File: src/rtl/matrix_pkg.sv
// Shared sizing and FSM encoding for the 3x3 inverse-matrix result path.
// The state encoding is a plain 1-bit constant pair, so older tools can consume it.
package matrix_pkg;

    localparam int wordLength = 16;
    localparam int NELEM      = 9;
    localparam int IDX_W      = 4;

    localparam logic [0:0] ST_IDLE   = 1'b0;
    localparam logic [0:0] ST_STREAM = 1'b1;

endpackage

File: src/rtl/rise_detect.sv
// Single-cycle rising-edge pulse on d. The history flop clears on reset, so a
// level that is already high at the first clock after release counts as an edge.
module rise_detect (
    input  logic clk,
    input  logic reset,
    input  logic d,
    output logic pulse
);

    logic r_d_q;

    always_ff @(posedge clk or negedge reset) begin
        if (!reset) begin
            r_d_q <= 1'b0;
        end else begin
            r_d_q <= d;
        end
    end

    assign pulse = d & ~r_d_q;

endmodule

File: src/rtl/inv_result_streamer.sv
// Captures one 3x3 inverse from the CORDIC inversion pipeline and streams it
// row-major as nine valid/ready beats, flagging results that arrive while busy.
module inv_result_streamer #(
    parameter int wordLength = matrix_pkg::wordLength,
    parameter int NELEM      = matrix_pkg::NELEM
) (
    input  logic                  clk,
    input  logic                  reset,
    input  logic                  donem3,
    input  logic                  Error,
    input  logic [wordLength-1:0] out_inv11,
    input  logic [wordLength-1:0] out_inv12,
    input  logic [wordLength-1:0] out_inv13,
    input  logic [wordLength-1:0] out_inv21,
    input  logic [wordLength-1:0] out_inv22,
    input  logic [wordLength-1:0] out_inv23,
    input  logic [wordLength-1:0] out_inv31,
    input  logic [wordLength-1:0] out_inv32,
    input  logic [wordLength-1:0] out_inv33,
    output logic [wordLength-1:0] out_data,
    output logic                  out_valid,
    input  logic                  out_ready,
    output logic [3:0]            out_index,
    output logic                  out_last,
    output logic                  out_error,
    output logic                  busy,
    output logic                  overrun
);

    localparam logic [3:0] LAST_IDX = 4'(NELEM - 1);

    logic [0:0]            r_state;
    logic [3:0]            r_idx;
    logic                  r_error;
    logic                  r_overrun;
    logic [wordLength-1:0] r_bank [NELEM];

    logic [wordLength-1:0] w_in [NELEM];
    logic                  w_pulse;
    logic                  w_streaming;
    logic                  w_xfer;
    logic                  w_last_xfer;
    logic                  w_capture;
    logic                  w_drop;

    assign w_in[0] = out_inv11;
    assign w_in[1] = out_inv12;
    assign w_in[2] = out_inv13;
    assign w_in[3] = out_inv21;
    assign w_in[4] = out_inv22;
    assign w_in[5] = out_inv23;
    assign w_in[6] = out_inv31;
    assign w_in[7] = out_inv32;
    assign w_in[8] = out_inv33;

    rise_detect u_rise_detect (
        .clk   (clk),
        .reset (reset),
        .d     (donem3),
        .pulse (w_pulse)
    );

    assign w_streaming = (r_state == matrix_pkg::ST_STREAM);
    assign w_xfer      = w_streaming & out_ready;
    assign w_last_xfer = w_xfer & (r_idx == LAST_IDX);

    // A result landing on the final transfer is taken back-to-back; anywhere
    // else in a frame it would corrupt the bank, so it is dropped and flagged.
    assign w_capture = w_pulse & (~w_streaming | w_last_xfer);
    assign w_drop    = w_pulse & w_streaming & ~w_last_xfer;

    always_ff @(posedge clk or negedge reset) begin
        if (!reset) begin
            r_state   <= matrix_pkg::ST_IDLE;
            r_idx     <= 4'd0;
            r_error   <= 1'b0;
            r_overrun <= 1'b0;
        end else begin
            if (w_drop) begin
                r_overrun <= 1'b1;
            end
            if (w_capture) begin
                r_state <= matrix_pkg::ST_STREAM;
                r_idx   <= 4'd0;
                r_error <= Error;
            end else if (w_last_xfer) begin
                r_state <= matrix_pkg::ST_IDLE;
                r_idx   <= 4'd0;
            end else if (w_xfer) begin
                r_idx <= r_idx + 4'd1;
            end
        end
    end

    always_ff @(posedge clk or negedge reset) begin
        if (!reset) begin
            for (int i = 0; i < NELEM; i++) begin
                r_bank[i] <= '0;
            end
        end else if (w_capture) begin
            for (int i = 0; i < NELEM; i++) begin
                r_bank[i] <= w_in[i];
            end
        end
    end

    assign out_data  = r_bank[r_idx];
    assign out_valid = w_streaming;
    assign out_index = r_idx;
    assign out_last  = w_streaming & (r_idx == LAST_IDX);
    assign out_error = r_error;
    assign busy      = w_streaming;
    assign overrun   = r_overrun;

endmodule

File: config.mk
export PLATFORM = sky130hd
export DESIGN_NAME = inv_result_streamer
export DESIGN_NICKNAME = d
export VERILOG_FILES = /design/src/rtl/matrix_pkg.sv /design/src/rtl/rise_detect.sv /design/src/rtl/inv_result_streamer.sv
export SDC_FILE = /design/constraint.sdc
export NUM_CORES = 1
export LEC_CHECK = 0
export ABC_CLOCK_PERIOD_IN_PS = 3100
export BUFFER_PORTS_ARGS = -buffer_cell sky130_fd_sc_hd__buf_2
export CORE_MARGIN = 4
export CORE_UTILIZATION = 59
export DETAILED_ROUTE_END_ITERATION = 12
export MAX_ROUTING_LAYER = met4
export PLACE_DENSITY_LB_ADDON = 0.12
export SKIP_LAST_GASP = 1
export SLEW_MARGIN = 10
export SYNTH_ARGS = -nofsm -noshare
export SYNTH_HDL_FRONTEND = slang
export SYNTH_SLANG_ARGS = --single-unit
File: constraint.sdc
create_clock -name clk -period 3.1 [get_ports clk]
set_input_delay 0.155 -clock clk [delete_from_list [all_inputs] [get_ports clk]]
set_output_delay 0.155 -clock clk [all_outputs]
set_load 0.05 [all_outputs]
==> flow_summary.ini <==
[outcome]
status = finished, final reports clean

[critical_path]
cp_slowest_cell = dfrtp_2
crit_path_cell_trace = buf_12, mux2_2, o221ai_1, o21ai_0, buf_2
crit_type = flip-flop to output port
critPathLaunch = out_index[0]
critPathTopFamily = flip-flops
end_kind = output port
cpPeakStageDelay_ps = 590
rr_startpoint = out_index[0]
cp-start-kind = flip-flop
worstPathArrival_ps = 2440
path_buf_inv = 2
r2r_end = r_bank[28]
cp.required_ps = 2940
cp_max_fo = 43
rrSetupSlack_ps = 770
r2r_cells = 6

[yosys]
synth-main-ff-cell = dfrtp_1
synthTopCellsByCount = 152 x dfrtp_1, 139 x mux2_4, 38 x mux2_2, 20 x nand2_1, 19 x nor2_1
yosysWarnings = 0
synth_edf_count = 0
yosysTopAreaCellShare_pct = 49.5
yosysSeqAreaShare_pct = 49.5
ys_ff_latch = 152
yosys.cell_types.count = 34
yosys-top-cells-area = dfrtp_1 50%, mux2_4 27%, mux2_2 5.6%, mux4_2 4.7%, buf_12 3.9%
netlist_instances = 476
avgSynthCellArea_um2 = 16.1
syn-num-nets = 627
synthArstFlopShare_pct = 100
yosys.area.top_type = dfrtp_1
syn_area_mm2 = 0.00768
yosys.cell_count.top_type = dfrtp_1

[cts]
clock-root-buffer = clkbuf_16
clkTransAtPathRegs_ps = 60
holdBufCountCts = 147
clk_latency_ps = 420
cts_resized = 0
cts_made_buffers = 17
clock_path_buffers = 2
clkSinkCount = 152
cts_tree = done
h-tree-depth = 4
post-cts-setup-buffers = 0

[pwr]
ir_drop_mv = 0.629
power_leakage_nw = 4.88
pwr_density_cell_mw_per_mm2 = 1020

[sta]
holdWs_ps = 58.4
slew_headroom_pct = 46.1
max_freq_ghz = 0.386
fin_crit_sh_pct = 83.6
skew_ps = 4.98
rsz0062_at_grt = no
tightest_slew_ps = 809
setup_viol = 0
setup_tns_ps = 0
hold_violations = 0
fin_crit_ps = 2590
worst_slack_ps = 507
finalMaxSlewViolations = 0

[routing]
vias = 5218
drc = 0
antenna_left = 0
drtPass1Iterations = 4
via_per_inst = 5.36
wl_um = 20400
wl_per_cell_um = 20.9
drtIter0Drc = 380

[placed_design]
dp_cells = 797
dp_hpwl_um = 11900
place_ws_ps = 745
gp_congestion = 0.851
numPortBuffers = 173

[hold_path]
hold_path_end = out_index[1]
min_from = out_ready
whs_path_depth = 3
hp-class = primary input to flip-flop

[die]
io_pins = 174
start_util_pct = 60.6
placementRows = 41
core_area_mm2 = 0.0127
die_height_um = 122
dieArea_mm2 = 0.0149
dieWidth_um = 122

[global_route]
grtUsageTotal_pct = 29.4
grt.busiest_layer = met2
met1_usage_pct = 36.0
grt_pass1_vias = 5838
met2_usage_pct = 49.0
grt_max_degree = 90
use_met3_pct = 6.69
grt_pass1_wl_um = 31700
antenna_found_initial = 0
overflow = 0

[run]
maxCapViolCount = 0

[finish]
stdcell_count = 973
syn_to_final_growth_pct = 36.6
antenna_cells = 0
drive_gt1_share_pct = 50.3
final.fill_count = 665
finish.net_count = 942
==> power breakdown <==
group / internal [W] / total (W) / switching, W
Combinational: 0.00257 / 0.00520 / 0.00264
Clock: 0.00115 / 0.00190 / 0.000747
Sequential: 0.00296 / 0.00362 / 0.000657
Total: 0.00668 / 0.0107 / 0.00404
==> routing by layer <==
layer	share of wire (%)	vias up
met1	41	2662
met2	52	163
met4	1.9	0
li1	-	2364
met5	0	-
met3	4.8	29
==> flip-flops by register name (all words and copies together), names as in the netlist <==
register,count
busy,1
out_error,1
out_index,4
overrun,1
r_bank,144
u_rise_detect.r_d_q,1
==> kinds of logic (layout without fill, tap and decap cells) <==
group,after synthesis,in the layout,share of synthesized area (%)
compound gates,41,41,3.83
fa+ha+maj,2,2,0.326
buf+inv,37,362,5.49
flops,152,152,49.5
mux,194,194,37.6
simple gates,50,50,3.27
==> area by class of cell <==
cell class	count	area, µm²	share of cell area (%)
sequential	152	3800	36.3
multi-input combinational	287	3460	32.9
timing repair buffer	329	2470	23.6
clock buffer	25	485	4.63
tap	172	215	2.05
clock inverter	4	45.0	0.429
inverter	4	15.0	0.143
==> through the flow <==
stage | cell area [µm²] | utilization, % | total power (W)
after floorplan | 7680 | - | 0.00741
after CTS | 10500 | 82.8 | 0.0107
after detailed placement | 8490 | 67.0 | 0.00858
after global placement | 8490 | 67.0 | 0.00846
after global routing | 10500 | 82.8 | 0.0112
final | 10500 | 82.8 | 0.0107
==> how the worst max path moves through the flow <==
stage | end | slack (ps) | depth (start not counted)
3_3_place_gp | r_bank[117] | 850 | 6
6_report | out_data[10] | 510 | 5
2_1_floorplan | out_data[0] | 440 | 5
5_1_grt | out_data[8] | 380 | 5
3_5_place_dp | r_bank[117] | 750 | 6
4_1_cts | out_data[10] | 500 | 5
==> worst min-delay path: stages <==
cell       delay [ps]
buf_2             140
nand3_1            70
o2bb2ai_1          70
==> cell usage in the layout (no fill, tap or decap), drive strengths merged, types with 2 or more instances in the layout <==
master	instances
nor2	19
dfrtp	152
inv	3
ha	2
nand3	2
nand2b	3
clkinv	4
mux4	16
clkbuf	25
dlygate4sd3	147
nand2	20
o21ai	16
buf	182
o221ai	16
a21oi	3
mux2	177
(Power assumes the default switching activity.)
